<file path="config.mk">
export PLATFORM = sky130hd
export DESIGN_NAME = spi_master_flat
export DESIGN_NICKNAME = d
export VERILOG_FILES = /design/src/rtl/spi_master_if.sv /design/src/rtl/spi_master.sv /design/src/flat_wrapper.sv
export SDC_FILE = /design/constraint.sdc
export NUM_CORES = 1
export LEC_CHECK = 0
export CORE_MARGIN = 2
export CORE_UTILIZATION = 46
export CTS_BUF_LIST = sky130_fd_sc_hd__clkbuf_8 sky130_fd_sc_hd__clkbuf_16
export CTS_CLUSTER_DIAMETER = 30
export DETAILED_ROUTE_END_ITERATION = 10
export PLACE_DENSITY = 0.73
export SLEW_MARGIN = 15
export SYNTH_ARGS = -nofsm -noshare
export SYNTH_HDL_FRONTEND = slang
export SYNTH_SLANG_ARGS = --single-unit
</file>
<file path="constraint.sdc">
create_clock -name clk -period 1.9 [get_ports clk]
set_input_delay 0.38 -clock clk [delete_from_list [all_inputs] [get_ports clk]]
set_output_delay 0.38 -clock clk [all_outputs]
set_load 0.05 [all_outputs]
</file>
<file path="src/rtl/spi_master_if.sv">
// Bus between the CPU-side register block and the SPI master, plus the SPI pins.
// The master modport is the SPI master's view; slave is the register block / bus side.
interface spi_master_if #(
    parameter int NUM_CS   = 4,
    parameter int CS_WIDTH = 2
);
    logic                tx_valid;
    logic                tx_ready;
    logic [7:0]          tx_data;
    logic [CS_WIDTH-1:0] cs_sel;
    logic                cs_hold;
    logic                cs_release;
    logic [7:0]          divider;
    logic                rx_valid;
    logic [7:0]          rx_data;
    logic                busy;
    logic                sclk;
    logic [NUM_CS-1:0]   ncs;
    logic                mosi;
    logic                miso;

    modport master (
        input  tx_valid, tx_data, cs_sel, cs_hold, cs_release, divider, miso,
        output tx_ready, rx_valid, rx_data, busy, sclk, ncs, mosi
    );

    modport slave (
        output tx_valid, tx_data, cs_sel, cs_hold, cs_release, divider, miso,
        input  tx_ready, rx_valid, rx_data, busy, sclk, ncs, mosi
    );
endinterface

</file>
<file path="src/rtl/spi_master.sv">
// Byte-oriented SPI master, mode 0, MSB first, with programmable sclk half-period
// and per-device active-low chip selects that can be held across bytes.
module spi_master #(
    parameter int NUM_CS   = 4,
    parameter int CS_WIDTH = 2
) (
    input  logic         clk,
    input  logic         rst,
    spi_master_if.master bus
);
    typedef enum logic [2:0] {IDLE, SHIFT_LO, SHIFT_HI, HOLD, RELEASE} state_e;

    state_e              state_q, state_d;
    logic [7:0]          cnt_q, cnt_d;
    logic [7:0]          div_q, div_d;
    logic [7:0]          tx_q, tx_d;
    logic [7:0]          rx_sh_q, rx_sh_d;
    logic [7:0]          rx_data_q, rx_data_d;
    logic [2:0]          bit_q, bit_d;
    logic [CS_WIDTH-1:0] sel_q, sel_d;
    logic                hold_q, hold_d;
    logic                sclk_q, sclk_d;
    logic                mosi_q, mosi_d;
    logic                rx_valid_q, rx_valid_d;
    logic [NUM_CS-1:0]   ncs_q, ncs_d;
    logic [NUM_CS-1:0]   ncs_dec;
    logic                tx_ready;
    logic                start;

    // Selects at or above NUM_CS match no bit, so the byte is clocked with all ncs high.
    always_comb begin
        for (int i = 0; i < NUM_CS; i++) begin
            ncs_dec[i] = (int'(bus.cs_sel) != i);
        end
    end

    always_comb begin
        // NOTE: every signal written here gets a default first, so no path leaves one unassigned and infers a latch.
        state_d    = state_q;
        cnt_d      = cnt_q;
        div_d      = div_q;
        tx_d       = tx_q;
        rx_sh_d    = rx_sh_q;
        rx_data_d  = rx_data_q;
        bit_d      = bit_q;
        sel_d      = sel_q;
        hold_d     = hold_q;
        sclk_d     = sclk_q;
        mosi_d     = mosi_q;
        ncs_d      = ncs_q;
        rx_valid_d = 1'b0;
        tx_ready   = 1'b0;
        start      = 1'b0;

        case (state_q)
            IDLE: begin
                tx_ready = 1'b1;
                start    = bus.tx_valid;
            end
            SHIFT_LO: begin
                if (cnt_q == 8'd0) begin
                    cnt_d   = div_q;
                    sclk_d  = 1'b1;
                    rx_sh_d = {rx_sh_q[6:0], bus.miso};
                    state_d = SHIFT_HI;
                end else begin
                    cnt_d = cnt_q - 8'd1;
                end
            end
            SHIFT_HI: begin
                if (cnt_q == 8'd0) begin
                    cnt_d  = div_q;
                    sclk_d = 1'b0;
                    if (bit_q == 3'd7) begin
                        rx_valid_d = 1'b1;
                        rx_data_d  = rx_sh_q;
                        bit_d      = 3'd0;
                        state_d    = hold_q ? HOLD : RELEASE;
                    end else begin
                        bit_d   = bit_q + 3'd1;
                        tx_d    = tx_q << 1;
                        mosi_d  = tx_q[6];
                        state_d = SHIFT_LO;
                    end
                end else begin
                    cnt_d = cnt_q - 8'd1;
                end
            end
            HOLD: begin
                // A request for another device is refused; it is taken again from IDLE.
                tx_ready = !bus.cs_release && (!bus.tx_valid || bus.cs_sel == sel_q);
                if (bus.cs_release || (bus.tx_valid && bus.cs_sel != sel_q)) begin
                    cnt_d   = div_q;
                    state_d = RELEASE;
                end else begin
                    start = bus.tx_valid;
                end
            end
            RELEASE: begin
                if (cnt_q == 8'd0) begin
                    ncs_d   = '1;
                    state_d = IDLE;
                end else begin
                    cnt_d = cnt_q - 8'd1;
                end
            end
            default: state_d = IDLE;
        endcase

        if (start) begin
            tx_d    = bus.tx_data;
            mosi_d  = bus.tx_data[7];
            sel_d   = bus.cs_sel;
            hold_d  = bus.cs_hold;
            div_d   = bus.divider;
            cnt_d   = bus.divider;
            bit_d   = 3'd0;
            sclk_d  = 1'b0;
            ncs_d   = ncs_dec;
            state_d = SHIFT_LO;
        end
    end

    always_ff @(posedge clk or posedge rst) begin
        if (rst) begin
            state_q    <= IDLE;
            cnt_q      <= 8'd0;
            div_q      <= 8'd0;
            tx_q       <= 8'd0;
            rx_sh_q    <= 8'd0;
            rx_data_q  <= 8'd0;
            bit_q      <= 3'd0;
            sel_q      <= '0;
            hold_q     <= 1'b0;
            sclk_q     <= 1'b0;
            mosi_q     <= 1'b0;
            rx_valid_q <= 1'b0;
            ncs_q      <= '1;
        end else begin
            // NOTE: non-blocking so every register updates from the values present before the edge.
            state_q    <= state_d;
            cnt_q      <= cnt_d;
            div_q      <= div_d;
            tx_q       <= tx_d;
            rx_sh_q    <= rx_sh_d;
            rx_data_q  <= rx_data_d;
            bit_q      <= bit_d;
            sel_q      <= sel_d;
            hold_q     <= hold_d;
            sclk_q     <= sclk_d;
            mosi_q     <= mosi_d;
            rx_valid_q <= rx_valid_d;
            ncs_q      <= ncs_d;
        end
    end

    assign bus.tx_ready = tx_ready;
    assign bus.busy     = (state_q != IDLE);
    assign bus.sclk     = sclk_q;
    assign bus.mosi     = mosi_q;
    assign bus.ncs      = ncs_q;
    assign bus.rx_valid = rx_valid_q;
    assign bus.rx_data  = rx_data_q;
endmodule

</file>
<file path="src/flat_wrapper.sv">
// flat-port wrapper written by rule: the top's interface ports become plain ports
module spi_master_flat 
#(
    parameter int NUM_CS   = 4,
    parameter int CS_WIDTH = 2
)
  (clk, rst, bus_tx_valid, bus_tx_data, bus_cs_sel, bus_cs_hold, bus_cs_release, bus_divider, bus_miso, bus_tx_ready, bus_rx_valid, bus_rx_data, bus_busy, bus_sclk, bus_ncs, bus_mosi);
  spi_master_if #(.NUM_CS(NUM_CS), .CS_WIDTH(CS_WIDTH)) bus_i ();
  input  logic clk;
  input  logic rst;
  input wire logic [$bits(bus_i.tx_valid)-1:0] bus_tx_valid;
  input wire logic [$bits(bus_i.tx_data)-1:0] bus_tx_data;
  input wire logic [$bits(bus_i.cs_sel)-1:0] bus_cs_sel;
  input wire logic [$bits(bus_i.cs_hold)-1:0] bus_cs_hold;
  input wire logic [$bits(bus_i.cs_release)-1:0] bus_cs_release;
  input wire logic [$bits(bus_i.divider)-1:0] bus_divider;
  input wire logic [$bits(bus_i.miso)-1:0] bus_miso;
  output wire logic [$bits(bus_i.tx_ready)-1:0] bus_tx_ready;
  output wire logic [$bits(bus_i.rx_valid)-1:0] bus_rx_valid;
  output wire logic [$bits(bus_i.rx_data)-1:0] bus_rx_data;
  output wire logic [$bits(bus_i.busy)-1:0] bus_busy;
  output wire logic [$bits(bus_i.sclk)-1:0] bus_sclk;
  output wire logic [$bits(bus_i.ncs)-1:0] bus_ncs;
  output wire logic [$bits(bus_i.mosi)-1:0] bus_mosi;
  assign bus_i.tx_valid = bus_tx_valid;
  assign bus_i.tx_data = bus_tx_data;
  assign bus_i.cs_sel = bus_cs_sel;
  assign bus_i.cs_hold = bus_cs_hold;
  assign bus_i.cs_release = bus_cs_release;
  assign bus_i.divider = bus_divider;
  assign bus_i.miso = bus_miso;
  assign bus_tx_ready = bus_i.tx_ready;
  assign bus_rx_valid = bus_i.rx_valid;
  assign bus_rx_data = bus_i.rx_data;
  assign bus_busy = bus_i.busy;
  assign bus_sclk = bus_i.sclk;
  assign bus_ncs = bus_i.ncs;
  assign bus_mosi = bus_i.mosi;
  spi_master #(.NUM_CS(NUM_CS), .CS_WIDTH(CS_WIDTH)) u_core (.clk(clk), .rst(rst), .bus(bus_i));
endmodule
</file>
---- After elaboration in Yosys (flattened, before gate mapping) ----
Index checks and enable logic that the tools add are counted.
cells by class
  add/subtract/negate cells ............... 2
  $mul .................................... 0
  divide/modulo/power cells ............... 0
  magnitude comparators ................... 0
  equality and inequality tests ........... 17
  shift operators ......................... 0
  mux-type cells .......................... 38
  bitwise gates (word level) .............. 0
  reductions and logical operators ........ 24
operator list
  cell                                              number
  two-way mux 3 bit                                 11
  two-way mux 8 bit                                 4
  two-way mux 7 bit                                 4
  case mux 8 bit (3 select lines)                   1
  case mux 3 bit (5 select lines)                   1
  two-way mux 4 bit                                 3
  != test 3 x 1 -> 1 bit, second input constant     4
  AND reduction 3 bit                               4
  two-way mux 1 bit                                 11
  logical NOT 8 bit                                 1
  nonzero test 2 bit                                4
  subtractor 8 x 1 -> 8 bit, second input constant  1
  == test 3 x 2 -> 1 bit, second input constant     2
  == test 3 bit, second input constant              2
  != test 2 x 1 -> 1 bit, second input constant     3
  case mux 1 bit (2 select lines)                   3
  AND reduction 2 bit                               3
  nonzero test 3 bit                                2
  AND reduction 5 bit                               1
  != test 2 bit, second input constant              2
  nonzero test 4 bit                                1
  adder 3 x 1 -> 3 bit, second input constant       1
  == test 3 x 1 -> 1 bit, second input constant     1
  logical NOT 3 bit                                 1
  other kinds (7)                                   10
storage, ports and cells
  register bits after elaboration ......... 55
  latch bits .............................. 0
  memory bits (writable) .................. 0
  memory bits (read-only) ................. 0
  input port bits ......................... 24
  logic and storage cells ................. 94
  memories ................................ 0

---- Longest topological paths before layout ----
  depth in word-level cells ............... 7
  gate-level depth with buffers ........... 8
  mapped depth without buffers ............ 7

---- Worst setup path before layout ----
Ideal clock, no wire load.
  kind .................................... register to output
  start ................................... reg u_core.state_q[0]
  end ..................................... out bus_tx_ready
  arrival time ............................ 1956 ps
  required time ........................... 1520 ps
  slack ................................... -436 ps
  cell stages (with the launch flop) ...... 5
  path buffers ............................ 1
  cell sequence ........................... dfrtp_1 > clkbuf_1 > o21ai_0 > a21oi_1 > nor3_1
between the ends
  word-level cells in the longest chain between the ends .. 2
  elaborated cells between the ends (all ways) .. 3
  those cells by class .................... eq/ne (1); mux (1); reduce/logical (1)
RTL lines
  what                                                         line                source
  from (decl)                                                  spi_master.sv:13    state_e state_q, state_d;
  from (signal assigned)                                       spi_master.sv:141   state_q <= state_d;
  == test 3 x 2 -> 1 bit or logical NOT 3 bit (tied branches)  spi_master.sv:55    case (state_q)
  case mux 1 bit (2 select lines) *                            spi_master.sv:55
  to (decl)                                                    flat_wrapper.sv:18  output wire logic [$bits(bus_i.tx_ready)-1:0] bus_tx_ready;
Mark *: on every way between the ends. The rest lies on a longest branch, timed or not.

---- Final worst setup path ----
  start ................................... reg u_core.state_q[1]
  end ..................................... out bus_tx_ready
The elaborated chain is that of the path after synthesis.

==> impl_metrics.env <==
export IMPL_max_freq_ghz=0.5137
export IMPL_std_cell_rows=27
export IMPL_fin_ws_ns=-0.04677
export IMPL_violations="negative setup slack"
export IMPL_layout_drive_gt1_share=0.3382
export IMPL_slowest_delay_ns=0.48
export IMPL_crit_type="reg2out"
export IMPL_synthFlopType="dfrtp_1"
export IMPL_dr_pass1_iters=4
export IMPL_required_ns=1.52
export IMPL_crit_family="simple AND/OR/NAND/NOR gates"
export IMPL_clk_latency_ns=0.31
export IMPL_async_flop_share=1.000
export IMPL_synthToLayoutAreaGrowth_pct=40.37
export IMPL_yosysWarnings=0
export IMPL_cp_max_fo=9
export IMPL_worst_slew_pin_slew_ns=0.4940
export IMPL_setup_tns_ns=-0.04748
export IMPL_antenna_found_initial=0
export IMPL_drt_iter0_drc=90
export IMPL_syn_area_um2=2638
export IMPL_antenna_cells=0
export IMPL_drt_total_wl_um=6302
export IMPL_cts_max_level=2
export IMPL_finalNetCount=373
export IMPL_clock_path_buffers=2
export IMPL_cap_violations=0
export IMPL_cp_end_kind="output port"
export IMPL_power_density_nw_per_um2=1338
export IMPL_outcome="finished with violations"
export IMPL_switching_share=0.3810
export IMPL_drc_errors=0
export IMPL_pre_cts_ws_ns=-0.1742
export IMPL_core_um2=5507
export IMPL_hold_class="in2async"
export IMPL_wl_per_cell_um=15.08
export IMPL_cts_root_buf="clkbuf_8"
export IMPL_synth_yosys_seq_area_share=0.5237
export IMPL_crit_path_top_delay_cell="dfrtp_2"
export IMPL_cts_tree="yes"
export IMPL_die_w_um=79.72
export IMPL_combPwrFrac=0.486
export IMPL_grt_pass1_wl_um=10070
export IMPL_max_slew_margin=0.6696
export IMPL_p_clk_frac=0.142
export IMPL_p_seq_frac=0.372
export IMPL_p_leak_nw=1.722
export IMPL_synthDistinctLibCells=41
export IMPL_utilization=0.6723
export IMPL_overflow=0
export IMPL_dpl_cell_count=390
export IMPL_final_cells=418
export IMPL_grt_pass1_vias=2163
export IMPL_finalWeightedCongestion=0.7904
export IMPL_critPathBufInv=1
export IMPL_crit_chain="and3b_2 -> nor2_4 -> nor3_4 -> buf_12"
export IMPL_fin_worst_skew_ns=0.004322
export IMPL_synth_largest_area_cell="dfrtp_1"
export IMPL_ys_top_cells_by_area="dfrtp_1 48%, mux2_2 6.8%, nand2_1 6.1%"
export IMPL_fill_cells=414
export IMPL_hold_ws_ns=0.4234
export IMPL_portBuffers=40
export IMPL_intPower_mw=3.067
export IMPL_grt_usage=0.2051
export IMPL_hold_viol=0
export IMPL_cts_made_buffers=5
export IMPL_path_clk_slew_ns=0.09
export IMPL_syn_instance_count=260
export IMPL_via_per_inst=5.411
export IMPL_period_needed_ns=1.947
export IMPL_cp_start_kind="flop"
export IMPL_cts_sinks=55
export IMPL_grt_start_max_net_pins=56
export IMPL_io_pins=41
export IMPL_hpwlAfterDp_um=4055
export IMPL_worst_ep_arrival_time_ns=1.57
export IMPL_final_setup_viol_count=2
export IMPL_initial_core_util=0.4790
export IMPL_die_y_um=79.72
export IMPL_synth_edf_count=0
export IMPL_vdd_ir_drop_max_mv=0.7347
export IMPL_rsz0062_at_grt="true"
export IMPL_slew_viol_final=0
export IMPL_p_switching_mw=1.888
export IMPL_die_area_um2=6355
export IMPL_ant_nets=0
export IMPL_avgSynthCellArea_um2=10.14
export IMPL_ys_seq_elements=55
export IMPL_synth_top_cell_area_share=0.4839
export IMPL_synth_nets=288
export IMPL_num_vias=2262
export IMPL_period_share=1.025
export IMPL_hold_buffers=0
## power by group through the flow
stage	combinational, mW	clock, mW	sequential, mW
after floorplan	1.16	0	1.96
after global placement	1.94	0	1.85
after detailed placement	2.00	0	1.86
after CTS	2.16	0.717	1.84
after global routing	2.63	0.752	1.90
final	2.41	0.702	1.84
## metrics by stage
stage	instance area, um2	power, mW
after floorplan	2666	3.118
after global placement	3347	3.789
after detailed placement	3347	3.859
after CTS	3540	4.722
after global routing	3702	5.280
final	3702	4.955
## path summary, 6_finish.rpt
path	startpoint	end	slack, ns	cells past startpoint
min in group clk	u_core.div_q[4]	u_core.div_q[4]	0.49	2
worst min register to register	u_core.div_q[4]	u_core.div_q[4]	0.49	2
max in group asynchronous	rst	u_core.bus.ncs[2]	1.19	3
worst min-delay path	rst	u_core.bus.rx_data[0]	0.42	3
worst max register to register	u_core.state_q[1]	u_core.cnt_q[0]	0	7
worst max-delay path	u_core.state_q[1]	bus_tx_ready	-0.05	4
## cells by family after synthesis
kind of cell	count (synthesis)	synth area share
XOR/XNOR	9	0.02989
AO/OA/AOI/OAI	43	0.1129
AND/OR/NAND/NOR	111	0.2040
buffers and inverters	20	0.03273
multiplexers	18	0.07780
flip-flops	55	0.5237
adder cells (fa/ha/maj)	4	0.01898
## layout by cell type (no fill, tap or decap), drive strengths merged
| cell type | netlist | layout |
|---|---|---|
| dlymetal6s2s | 0 | 1 |
| clkdlybuf4s50 | 0 | 29 |
| or3 | 1 | 1 |
| o21ai | 10 | 10 |
| nor3b | 4 | 4 |
| nand2b | 2 | 2 |
| xor2 | 3 | 3 |
| dlygate4sd2 | 0 | 2 |
| buf | 4 | 58 |
| and3b | 1 | 1 |
| ha | 4 | 4 |
| a21oi | 6 | 6 |
| or2 | 1 | 1 |
| a21boi | 1 | 1 |
| nand3 | 23 | 23 |
| a311oi | 1 | 1 |
| nor4 | 1 | 1 |
| inv | 8 | 9 |
| nor2 | 13 | 13 |
| nor2b | 1 | 1 |
| or3b | 1 | 1 |
| and2 | 1 | 1 |
| o22ai | 4 | 4 |
| dfrtp | 51 | 51 |
| and3 | 1 | 1 |
| o21a | 1 | 1 |
| nor3 | 18 | 18 |
| clkbuf | 8 | 7 |
| dfstp | 4 | 4 |
| a211o | 6 | 6 |
| nand2 | 43 | 43 |
| a31oi | 9 | 9 |
| mux2 | 17 | 17 |
| o221a | 2 | 2 |
| mux2i | 1 | 1 |
| o211ai | 1 | 1 |
| o32ai | 2 | 2 |
| xnor2 | 6 | 6 |
## flip-flops by register name, indices dropped and copies added, names as in the netlist, 2 cells and up
register            count
u_core.bit_q            3
u_core.bus.ncs          4
u_core.bus.rx_data      8
u_core.cnt_q            8
u_core.div_q            8
u_core.rx_sh_q          8
u_core.sel_q            2
u_core.state_q          3
u_core.tx_q             7
## cells in the mapped netlist (all sizes together), types with 2 or more instances
cell and n:
o221a 2, inv 8, dfstp 4, a21oi 6
clkbuf 8, xnor2 6, a31oi 9, nand3 23
xor2 3, a211o 6, nor3 18, ha 4
buf 4, o32ai 2, nand2b 2, nand2 43
nor2 13, dfrtp 51, o22ai 4, o21ai 10
mux2 17, nor3b 4
## metal layers
layer | vias to the layer above | wire length (um) | global-route usage
met5 | - | 0 | 0
met1 | 1115 | 2667 | 0.2528
met3 | 9 | 253 | 0.03620
li1 | 1085 | - | -
met4 | 0 | 65 | 0.06034
met2 | 53 | 3315 | 0.3664
## layout make-up
type	instances	area (um2)	share of cell area
timing repair buffer	90	815.8	0.2203
tap	72	90.09	0.02433
inverter	8	30.03	0.008111
multi-input combinational	185	1281	0.3461
clock buffer	7	96.34	0.02602
sequential	55	1385	0.3741
clock inverter	1	3.754	0.001014
## worst reg2reg max path, stage by stage (launching register included)
cell      delay [ns]
dfrtp_2         0.49
buf_4           0.17
buf_4           0.13
nand2b_1        0.16
a31oi_4         0.18
or2_4           0.16
mux2_4          0.29
o221a_1         0.21
## timing repair
action                     in CTS  in global routing
gates resized for setup        17                 15
pin swaps                       5                  4
setup endpoints to repair      36                 30
setup buffers                   5                 15
No activity file was read; power rests on OpenSTA's default activity.
==> RTL change (same flow settings) <==
Take the reset off `rx_sh_q` and load it in a clocked block of its own.
--- a/src/rtl/spi_master.sv
+++ b/src/rtl/spi_master.sv
@@ -128,5 +128,4 @@
             div_q      <= 8'd0;
             tx_q       <= 8'd0;
-            rx_sh_q    <= 8'd0;
             rx_data_q  <= 8'd0;
             bit_q      <= 3'd0;
@@ -143,5 +142,4 @@
             div_q      <= div_d;
             tx_q       <= tx_d;
-            rx_sh_q    <= rx_sh_d;
             rx_data_q  <= rx_data_d;
             bit_q      <= bit_d;
@@ -155,4 +153,8 @@
     end
 
+    always_ff @(posedge clk) begin
+        rx_sh_q <= rx_sh_d;
+    end
+
     assign bus.tx_ready = tx_ready;
     assign bus.busy     = (state_q != IDLE);
Formal check against the unedited RTL: no difference found for any inputs over 10 cycles, from zero or initial values and one cycle with rst high; that may be too few to reach the edited logic, so the function may still have changed.
==> RTL change against the unedited design <==
Sequential cell count stayed put. Wire length is 4.9% higher. Setup slack better by 0.062 ns. Critical path depth is 4 higher. Non-clock buffer count is 4 higher. Design area is 5.2% higher. Synthesized area is 3.0% higher. Power is 16% higher. Critical path type is now flop to flop. Largest cell class unchanged.
==> RTL change: results (changes against the unedited design) <==
Run status
  • Status: completed

Power and ir drop
  • Static Leak: 1.79 nW (+3.7%)
  • Internal power: 0.00339 W (+10%)

Logic synthesis
  • Top cells by area, synth: dfrtp_1 40%, edfxtp_1 8.8%, nand2_1 6.9%
  • Register area share after synthesis: 0.523 (about the same)
  • Cell variety after synth: 50 (+22%)

Placement
  • Placer Congestion: 0.857 (+8.4%)
  • Hpwl dp: 4390 um (+8.2%)
  • Placed cell areas: 0.00351 mm2 (+5.0%)

Global route
  • Vias in the first global route: 2282 (+5.5%)
  • Global routing usage on met2: 0.360 (-0.00606)
  • GRT Total Usage: 0.205 (+0.000263)
  • Pin count of the biggest net entering global routing: 48 (-14%)
  • Global-route wire length before repair: 10400 um (+3.4%)
  • Met3 Use GR: 0.0267 (-0.00953)

Critical path
  • Crit-path max cell delay: 0.40 ns (-0.08 ns)
  • R2r startpoint: u_core.cnt_q[1]
  • Worst Path Arrival: 1.92 ns (+0.35 ns)
  • CP delay by family, top: buffers and inverters
  • Worst r2r dst: u_core.rx_sh_q[4]
  • R2R depth: 8 (+1)
  • Slowest CP cell: dfrtp_1

Route
  • Metal2 WL: 3520 um (+6.2%)
  • M1 wire length: 2770 um (+4.0%)
  • DR iter-0 viols: 120 (+33%)
  • Met3 routed WL: 227 um (-10%)

Final layout
  • Share of post-route cells with drive strength above 1: 0.348 (+0.00992)
  • Invs w/o clock: 10 (+2)
  • # nets final: 389 (+4.3%)
  • Final non-clock buffer share: 0.224 (+0.00363)
  • Fraction of area in multi-input gates: 0.351 (+0.00452)
  • Comb_multi_in: 195 (+5.4%)
  • Non-CTS buffers: 94 (+4.4%)
  • Clock buf count: 6 (-1)

STA
  • Hold_ws: 0.413 ns (-0.0108 ns)
  • Final Skew: 0.0113 ns (+0.00694 ns)
  • Relative max-transition margin: 0.666 (-0.00319)
==> RTL change: cells by family (layout without fill, tap and decap cells) <==
group,Yosys count,after routing,share of synthesized area
flops,55,55,0.523
compound gates,61,61,0.161
fa+ha+maj,4,4,0.0184
simple gates,116,116,0.202
buf+inv,21,112,0.0415
mux,10,10,0.0405
xor+xnor,4,4,0.0129
==> RTL change: through the flow <==
stage	std cells	worst slack, ns	utilization
CTS	424	0.00574	0.657
finish	434	0.0147	0.694
global route	434	-0.0450	0.694
detailed placement	414	-0.466	0.627
global placement	414	-0.326	0.627
floorplan	271	-0.0497	-
==> RTL change: power groups by stage <==
stage	clock (W)	combinational (W)	sequential [W]
6_report	0.000728	0.00318	0.00186
5_1_grt	0.000786	0.00342	0.00190
3_3_place_gp	0	0.00262	0.00184
2_1_floorplan	0	0.00152	0.00200
3_5_place_dp	0	0.00269	0.00185
4_1_cts	0.000735	0.00279	0.00183
==> RTL change: how the worst max path moves through the flow <==
stage / start / slack, ns / endpoint
after global placement: bus_cs_sel[1] / -0.33 / u_core.cnt_q[5]
after CTS: u_core.cnt_q[0] / 0.006 / u_core.cnt_q[6]
after global routing: u_core.state_q[2] / -0.04 / bus_tx_ready
after floorplan: u_core.cnt_q[6] / -0.05 / u_core.cnt_q[2]
after detailed placement: bus_cs_sel[1] / -0.47 / u_core.cnt_q[7]
final: u_core.cnt_q[1] / 0.01 / u_core.rx_sh_q[4]
==> RTL change: repair_timing <==
action	4_1_cts	5_1_grt
pin swaps	4	14
setup endpoints to repair	24	45
gates resized for setup	13	33
gates cloned	0	1
buffers inserted	2	9
==> RTL change: tightest hold or removal path, cell delays in order <==
cell and delay [ns]:
clkdlybuf4s50_1 0.41, inv_2 0.07, buf_12 0.24
